==> config.mk <==
export PLATFORM = sky130hd
export DESIGN_NAME = mem_bus_decoder
export DESIGN_NICKNAME = d
export VERILOG_FILES = /design/src/rtl/mem_bus_decoder.sv
export SDC_FILE = /design/constraint.sdc
export NUM_CORES = 1
export LEC_CHECK = 0
export BUFFER_PORTS_ARGS = -buffer_cell sky130_fd_sc_hd__clkbuf_2
export CELL_PAD_IN_SITES_DETAIL_PLACEMENT = 1
export CELL_PAD_IN_SITES_GLOBAL_PLACEMENT = 2
export CORE_UTILIZATION = 24
export CTS_CLUSTER_DIAMETER = 100
export DETAILED_ROUTE_END_ITERATION = 7
export PLACE_DENSITY_LB_ADDON = 0.2
export RECOVER_POWER = 50
export SLEW_MARGIN = 20
export SYNTH_ARGS = -nofsm -noshare
export SYNTH_HDL_FRONTEND = slang
export SYNTH_SLANG_ARGS = --single-unit
==> constraint.sdc <==
create_clock -name clk -period 3.6 [get_ports clk]
set_clock_uncertainty 0.2 [all_clocks]
set_input_delay 1.08 -clock clk [delete_from_list [all_inputs] [get_ports clk]]
set_output_delay 1.08 -clock clk [all_outputs]
set_load 0.02 [all_outputs]
==> src/rtl/mem_bus_decoder.sv <==
// Single-outstanding memory bus decoder: steers core requests to RAM, ROM or a
// peripheral port by address range and returns a one-cycle ack with error flag.
//
// state    | meaning
// IDLE     | waiting for mem_req; target strobe driven in the accept cycle
// RAM_WAIT | RAM access issued last cycle; capture ram_rdata on reads
// ROM_WAIT | ROM read issued last cycle; capture rom_rdata
// PER_WAIT | peripheral request held until per_ack or timeout
// RESP     | mem_ack (with mem_err) asserted for one cycle
module mem_bus_decoder #(
  parameter logic [31:0] RAM_BASE    = 32'h1000_0000,
  parameter logic [31:0] ROM_BASE    = 32'h0000_0000,
  parameter logic [31:0] PER_BASE    = 32'h2000_0000,
  parameter int unsigned PER_TIMEOUT = 16
) (
  input  logic        clk,
  input  logic        rst_n,
  input  logic [31:0] mem_addr,
  input  logic [31:0] mem_wdata,
  input  logic [3:0]  mem_byteen,
  input  logic        mem_we,
  input  logic        mem_req,
  output logic [31:0] mem_rdata,
  output logic        mem_ack,
  output logic        mem_err,
  output logic [14:0] ram_addr,
  output logic        ram_we,
  output logic        ram_req,
  output logic [3:0]  ram_byteen,
  output logic [31:0] ram_wdata,
  input  logic [31:0] ram_rdata,
  output logic [15:0] rom_addr,
  output logic        rom_rden,
  input  logic [31:0] rom_rdata,
  output logic [15:0] per_addr,
  output logic        per_req,
  output logic        per_we,
  output logic [3:0]  per_byteen,
  output logic [31:0] per_wdata,
  input  logic [31:0] per_rdata,
  input  logic        per_ack
);

  localparam logic [7:0] TIMEOUT = 8'(PER_TIMEOUT);

  typedef enum logic [2:0] {
    S_IDLE,
    S_RAM_WAIT,
    S_ROM_WAIT,
    S_PER_WAIT,
    S_RESP
  } state_t;

  state_t      state_q, state_d;
  logic [13:0] addr_q, addr_d;
  logic [31:0] wdata_q, wdata_d;
  logic [3:0]  byteen_q, byteen_d;
  logic        we_q, we_d;
  logic [7:0]  cnt_q, cnt_d;
  logic [31:0] rdata_q, rdata_d;
  logic        ack_q, ack_d;
  logic        err_q, err_d;

  logic hit_ram, hit_rom, hit_per, be_ok;
  logic accept, go_ram, go_rom, go_per;
  logic per_hold;
  logic unused_addr;

  // Byte-lane bits never reach a target; all targets are word addressed.
  assign unused_addr = ^mem_addr[1:0];

  assign hit_ram = (mem_addr[31:17] == RAM_BASE[31:17]);
  assign hit_rom = (mem_addr[31:18] == ROM_BASE[31:18]);
  assign hit_per = (mem_addr[31:16] == PER_BASE[31:16]);
  assign be_ok   = (mem_byteen != 4'b0000);

  // rst_n gating keeps the combinational accept strobes quiet while in reset.
  assign accept = rst_n && (state_q == S_IDLE) && mem_req;
  assign go_ram = accept && be_ok && hit_ram;
  assign go_rom = accept && be_ok && !hit_ram && hit_rom && !mem_we;
  assign go_per = accept && be_ok && !hit_ram && !hit_rom && hit_per;

  assign per_hold = (state_q == S_PER_WAIT);

  assign ram_req    = go_ram;
  assign ram_we     = go_ram & mem_we;
  assign ram_byteen = go_ram ? mem_byteen : 4'b0000;
  assign ram_addr   = mem_addr[16:2];
  assign ram_wdata  = mem_wdata;

  assign rom_rden = go_rom;
  assign rom_addr = mem_addr[17:2];

  // The accept cycle drives the live bus; PER_WAIT replays the latched copy.
  assign per_req    = go_per | per_hold;
  assign per_we     = go_per ? mem_we : (per_hold & we_q);
  assign per_addr   = per_hold ? {2'b00, addr_q} : {2'b00, mem_addr[15:2]};
  assign per_byteen = go_per ? mem_byteen : (per_hold ? byteen_q : 4'b0000);
  assign per_wdata  = per_hold ? wdata_q : mem_wdata;

  assign mem_rdata = rdata_q;
  assign mem_ack   = ack_q;
  assign mem_err   = err_q;

  always_comb begin
    state_d  = state_q;
    addr_d   = addr_q;
    wdata_d  = wdata_q;
    byteen_d = byteen_q;
    we_d     = we_q;
    cnt_d    = cnt_q;
    rdata_d  = rdata_q;
    ack_d    = 1'b0;
    err_d    = 1'b0;

    case (state_q)
      S_IDLE: begin
        if (accept) begin
          addr_d   = mem_addr[15:2];
          wdata_d  = mem_wdata;
          byteen_d = mem_byteen;
          we_d     = mem_we;
          if (go_ram) begin
            state_d = S_RAM_WAIT;
          end else if (go_rom) begin
            state_d = S_ROM_WAIT;
          end else if (go_per) begin
            state_d = S_PER_WAIT;
            cnt_d   = 8'd1;
          end else begin
            state_d = S_RESP;
            ack_d   = 1'b1;
            err_d   = 1'b1;
          end
        end
      end

      S_RAM_WAIT: begin
        if (!we_q) rdata_d = ram_rdata;
        state_d = S_RESP;
        ack_d   = 1'b1;
      end

      S_ROM_WAIT: begin
        rdata_d = rom_rdata;
        state_d = S_RESP;
        ack_d   = 1'b1;
      end

      S_PER_WAIT: begin
        // cnt_q numbers the current PER_WAIT cycle, so an ack on the last
        // allowed cycle is seen before the timeout compare.
        if (per_ack) begin
          if (!we_q) rdata_d = per_rdata;
          state_d = S_RESP;
          ack_d   = 1'b1;
          cnt_d   = 8'd0;
        end else if (cnt_q >= TIMEOUT) begin
          state_d = S_RESP;
          ack_d   = 1'b1;
          err_d   = 1'b1;
          cnt_d   = 8'd0;
        end else begin
          cnt_d = cnt_q + 8'd1;
        end
      end

      S_RESP: begin
        state_d = S_IDLE;
      end

      default: begin
        state_d = S_IDLE;
      end
    endcase
  end

  always_ff @(posedge clk or negedge rst_n) begin
    if (!rst_n) begin
      state_q  <= S_IDLE;
      addr_q   <= '0;
      wdata_q  <= '0;
      byteen_q <= '0;
      we_q     <= 1'b0;
      cnt_q    <= '0;
      rdata_q  <= '0;
      ack_q    <= 1'b0;
      err_q    <= 1'b0;
    end else begin
      state_q  <= state_d;
      addr_q   <= addr_d;
      wdata_q  <= wdata_d;
      byteen_q <= byteen_d;
      we_q     <= we_d;
      cnt_q    <= cnt_d;
      rdata_q  <= rdata_d;
      ack_q    <= ack_d;
      err_q    <= err_d;
    end
  end

endmodule
# [Yosys cells after proc, flatten, opt, wreduce, memory -nomap -nowiden]
# Cells that the tools add are included.
[op_classes] add_sub_neg=1 n_lt_le_gt_ge=1 n_eq_ne=13 n_mux=33 n_bitwise=3 n_reduce_logical=22
[ops] operator="two-way mux 32 bit" n=4
[ops] operator="case mux 32 bit (3 select lines)" n=1
[ops] operator="two-way mux 8 bit" n=6
[ops] operator="two-way mux 3 bit" n=6
[ops] operator="equality test 16 x 14 -> 1 bit (second input constant)" n=1
[ops] operator="case mux 8 bit (2 select lines)" n=1
[ops] operator="equality test 15 x 12 -> 1 bit (second input constant)" n=1
[ops] operator="logical NOT 14 bit" n=1
[ops] operator="two-way mux 14 bit" n=1
[ops] operator="inequality test 2 bit (second input constant)" n=7
[ops] operator="two-way mux 4 bit" n=3
[ops] operator="logical AND 1 bit" n=9
[ops] operator="case mux 3 bit (3 select lines)" n=1
[ops] operator="adder 8 x 1 -> 8 bit (second input constant)" n=1
[ops] operator=">= comparator 8 x 5 -> 1 bit (second input constant)" n=1
[ops] operator="two-way mux 1 bit" n=8
[ops] operator="equality test 3 x 2 -> 1 bit (second input constant)" n=2
[ops] operator="AND reduction 5 bit" n=1
[ops] operator="AND reduction 2 bit" n=2
[ops] operator="AND reduction 4 bit" n=1
[ops] operator="nonzero test 4 bit" n=1
[ops] operator="equality test 3 x 1 -> 1 bit (second input constant)" n=1
[ops] operator="logical NOT 1 bit" n=3
[ops] operator="logical NOT 3 bit" n=1
[ops] operator="8 further kinds" n=9
[totals] ff_bits=96 input_bits=169 output_inout_bits=158 elab_cells=82

# [Logic depth before layout (Yosys ltp)]
[logic_depth] ltp_word=12 depth_mapped=7 mapped_depth_nobuf=4

# [Worst setup path before layout]
# No wires, ideal clock.
[synth_path] kind="input-to-output" from="in mem_addr[18]" to="out rom_rden" arrival_ns=2.583 required_time_ns=2.320 path_slack_ns=-0.263 path_stages=4 n_path_buf=0 cell_sequence="nor4_1 > nand2_1 > or3_1 > nor4_1"
[synth_between] elab_chain_cells=5 elab_cells_between_ends=6 classes_between="eq/ne (1); reduce/logical (5)"
[synth_rtl] item="start: declaration" line_no="18" source="input logic [31:0] mem_addr,"
[synth_rtl] item="equality test 15 x 12 -> 1 bit" line_no="72" source="assign hit_ram = (mem_addr[31:17] == RAM_BASE[31:17]);"
[synth_rtl] item="logical NOT 1 bit" line_no="80" source="assign go_rom = accept && be_ok && !hit_ram && hit_rom && !mem_we;"
[synth_rtl] item="logical AND 1 bit" line_no="80"
[synth_rtl] item="logical AND 1 bit (*) (2 in series)" line_no="80"
[synth_rtl] item="end: declaration" line_no="33" source="output logic rom_rden,"
# Every way passes the cells marked *; elsewhere a longest branch is shown, timed or not.

# [Worst setup path after layout]
[layout_path] from="in mem_addr[16]" to="out per_byteen[3]"
[layout_between] elab_chain_cells=3
[layout_rtl] item="equality test 16 x 14 -> 1 bit" line_no="74" source="assign hit_per = (mem_addr[31:16] == PER_BASE[31:16]);"
[layout_rtl] item="logical AND 1 bit" line_no="81" source="assign go_per = accept && be_ok && !hit_ram && !hit_rom && hit_per;"
[layout_rtl] item="two-way mux 4 bit" line_no="98" source="assign per_byteen = go_per ? mem_byteen : (per_hold ? byteen_q : 4'b0000);"
[layout_rtl] item="end: declaration" line_no="38" source="output logic [3:0] per_byteen,"
# Every way passes these cells.

==> results <==
- Measured against its own limit, the worst slew margin works out to 42.71%.
- The hold violation count in the final report came to 0.
- The leakage power figure is 4.246 nW.
- The TritonCTS clock tree is yes.
- The deepest level of the CTS H-tree is 3.
- The first global-routing pass estimated 28.63 mm of wire.
- The number of antenna diodes in the final layout is 0.
- For this run, the total global-route usage over all layers was measured as 15.29%.
- The count of port buffers added during placement is between 300 and 400.
- The remaining antenna violation count is 0.
- The maximum cell stage delay along the critical path is 0.58 ns.
- The routed wire length is 18.40 mm.
- The critical path data required time is 2.32 ns.
- The HPWL after detailed placement is 14.24 mm.
- The core region is 23400 um^2.
- The worst setup path is captured at a primary output.
- The critical path start-end classification is input port to primary output.
- The average wire per standard cell is 15.17 um.
- On the critical path the largest part of the delay comes from simple AND/OR/NAND/NOR gates.
- The first routing iteration left 185 violations.
- The via count is just over 5000.
- The top achievable clock speed is ~260 MHz.
- Counting every sink on the clock net gives 96.
- The startpoint type of the worst setup path is an input port.
- Once placement completed, the tool counted placed cells totaling 1193.
- The CTS buffer count is 9.
- The master of the slowest instance on the critical path is or4b_4.
- The maximum vdd drop is 0.0001486 V.
- The number of distinct library cell variants in the gate-level netlist after synthesis is 42.
- The layout-stage area growth over the synthesis result is 37.99%.
- In this run the clock root is driven by a clkbuf_16.
- The count of cells in the finished layout, fillers not included, comes to 1213.
- For the worst setup path, the data arrival time is 2.53 ns.
- The height of the die is 156.1 um.
- The width of the chip is between 150 and 200 um.
- The starting utilization of the core area is 24.36%.
- The critical path goes through buf_6 -> or4b_4 -> nor4_4 -> buf_4 -> a22o_1 -> clkbuf_8.
- In this run the count of I/O pins placed on the die edge is 327.
- The number of slew-limit violations in the final report was 0.
- The total DRC errors in the routed layout is 0.
- The synthesized netlist occupies a cell area of ~5700 um^2.
- The setup slack after layout is -0.2054 ns.
- The flow ran to the end, but the final reports show violations.
- The congestion estimate from routability-driven global placement came to approximately 0.7.
- Together, buffers and inverters on the worst path number 3.
- Counting I/O delays and the setup requirement, the final critical path takes 3.805 ns.
- The floorplan step defined a die boundary enclosing 24370 um^2.
- Once layout is done, the placed cells without fillers occupy approximately 7900 um^2.
- Max-cap violations in this run came to 0.
- The final period utilization is 105.7%.
- The total of endpoints with negative setup slack in the final report is 12.
- The final layout net count is around 1100.
- Entering global routing, the biggest net connects 64 pins.
- The source-to-sink clock delay at the later pin of the worst-skew pair is around 0.33 ns.
- After detailed placement, the total cell area comes to 7365 um^2.
- In this run the core area contains 56 standard-cell rows.
- The layout cell share with drive strength beyond 1 is 40.16%.
- Setup repair after global routing could not meet its margin everywhere.
- After synthesis, the mean cell area works out to 9.194 um^2.
- The vias per cell is 4.234.
- In this run the deepest clock path goes through 2 buffers.
- The part of the Yosys area used for sequential elements is approximately 42%.
- The transition time at the pin with the least slew margin is 0.8593 ns.
- The total overflow left after global routing is 0.
- The class of the most critical hold timing path is register to register.
- The clock input transition at the sequential cells of the worst setup and hold paths is approximately 0.070 ns.
- The number of warnings issued by yosys is 0.
- After synthesis the netlist holds a flip-flop and latch count of 96.
- Fill cells in the final layout number ~2900.
- The initial antenna violation count was 0.
- Final hold analysis gives a worst-case slack of 0.2922 ns.
- The overall power is between 2 and 3 mW.
- For this design the ratio of total power to cell area is 365.8 nW/um^2.
- The number of global-route vias before repair is 5189.
- In this run the worst path has a maximum fanout of 5.
- The checks that failed: setup timing.
- Synthesis handed over a netlist of 620 instances.
- The first TritonRoute pass finished after 4 iterations.
-- metal layers --
layer	share of wire, %	GRT usage [%]	vias to the layer above
met2	49	26.59	184
met3	7.8	4.417	7
met4	0.75	3.268	0
met1	43	18.59	2430
li1	-	-	2515
met5	0	0	-
-- power breakdown --
| group | total (mW) | internal [mW] | switching (mW) | leakage (nW) |
|---|---|---|---|---|
| Sequential | 1.29 | 1.22 | 0.0701 | 1.10 |
| Combinational | 0.585 | 0.241 | 0.344 | 3.01 |
| Clock | 1.00 | 0.578 | 0.427 | 0.141 |
| Total | 2.88 | 2.04 | 0.840 | 4.25 |
-- per-stage QoR --
stage,utilization (%),setup slack [ns],setup TNS [ns]
finish,33.61,-0.2054,-1.637
detailed placement,31.47,-0.2833,-2.840
global placement,31.47,-0.2835,-2.976
floorplan,-,-0.07804,-0.1039
global route,33.61,-0.2876,-2.526
CTS,33.53,-0.2525,-2.270
-- cells in the final DEF (no fill, tap or decap), types with 3 or more instances in the layout --
| cell | instances |
|---|---|
| nand2_1 | 151 |
| and2_4 | 4 |
| clkbuf_8 | 7 |
| mux2_1 | 49 |
| nor2_1 | 38 |
| o21ai_0 | 4 |
| mux2i_1 | 64 |
| clkinvlp_4 | 3 |
| buf_8 | 6 |
| a21oi_1 | 32 |
| buf_6 | 5 |
| buf_12 | 3 |
| buf_4 | 28 |
| inv_1 | 34 |
| clkbuf_1 | 36 |
| nor4_4 | 6 |
| o21ai_1 | 3 |
| clkbuf_16 | 9 |
| nor2b_1 | 3 |
| clkbuf_2 | 272 |
| a22o_1 | 5 |
| and3_1 | 3 |
| dfrtp_1 | 95 |
-- final timing paths --
path | cells after the start | from | to | slack [ns]
min in group asynchronous | 2 | rst_n | addr_q[10] | 0.59
worst min register to register | 1 | addr_q[4] | addr_q[4] | 0.29
worst min-delay path | 1 | addr_q[4] | addr_q[4] | 0.29
max in group asynchronous | 3 | rst_n | state_q[0] | 1.39
worst max-delay path | 6 | mem_addr[16] | per_byteen[3] | -0.21
worst max register to register | 5 | state_q[0] | mem_rdata[21] | 1.22
-- timing repair --
action	CTS	global route
gates cloned	1	0
hold buffers	0	0
gates resized for setup	33	20
setup buffers	1	2
setup endpoints to repair	13	13
pin swaps	7	7
-- synth_stat cells (all sizes together) --
| cell | number | area [um^2] |
|---|---|---|
| clkbuf | 16 | 60.06 |
| nand3b | 1 | 7.510 |
| nand4 | 1 | 6.260 |
| nand3 | 1 | 5.000 |
| a22o | 5 | 43.79 |
| nor4 | 8 | 86.33 |
| a32o | 1 | 11.26 |
| nand2b | 1 | 6.260 |
| and3 | 3 | 18.77 |
| o31ai | 1 | 7.510 |
| or4 | 2 | 18.77 |
| mux2 | 51 | 574.3 |
| dfrtp | 96 | 2402 |
| ha | 2 | 25.02 |
| a21oi | 32 | 160.2 |
| nor2b | 3 | 18.77 |
| or4b | 1 | 13.76 |
| o41ai | 1 | 27.53 |
| and3b | 1 | 8.760 |
| nand2 | 154 | 578.1 |
| mux2i | 64 | 640.6 |
| o311ai | 1 | 8.760 |
| a211oi | 1 | 7.510 |
| nor3 | 2 | 15.01 |
| and2 | 5 | 31.28 |
| conb | 1 | 3.750 |
| buf | 81 | 564.3 |
| or3 | 2 | 12.51 |
| o21ai | 7 | 35.03 |
| nor4b | 2 | 23.77 |
| nor2 | 38 | 142.6 |
| o21bai | 1 | 7.510 |
| inv | 34 | 127.6 |
-- layout make-up --
class,count,area [um^2],area share [%]
well taps,319,399.1,5.074
repair buffers,354,1978,25.15
multi-input cells,394,2649,33.67
clock inverters,4,52.55,0.6680
flip-flops and latches,96,2404,30.56
inverters,34,127.6,1.622
clock buffers,12,256.5,3.261
-- cell families (layout without fill, tap and decap cells) --
family	count (synthesis)	in the layout	synth area share, %
buf+inv	131	404	13.19
mux	115	115	21.31
compound gates	50	50	5.421
simple gates	225	225	17.43
other cells	1	2	0.06578
fa+ha+maj	2	2	0.4389
flops	96	96	42.14
-- registers in the layout, summed over array words and instances, names as in the netlist --
name,count
addr_q,14
wdata_q,32
mem_rdata,32
byteen_q,4
mem_ack,1
mem_err,1
cnt_q,8
we_q,1
state_q,3
(Power assumes the default switching activity.)
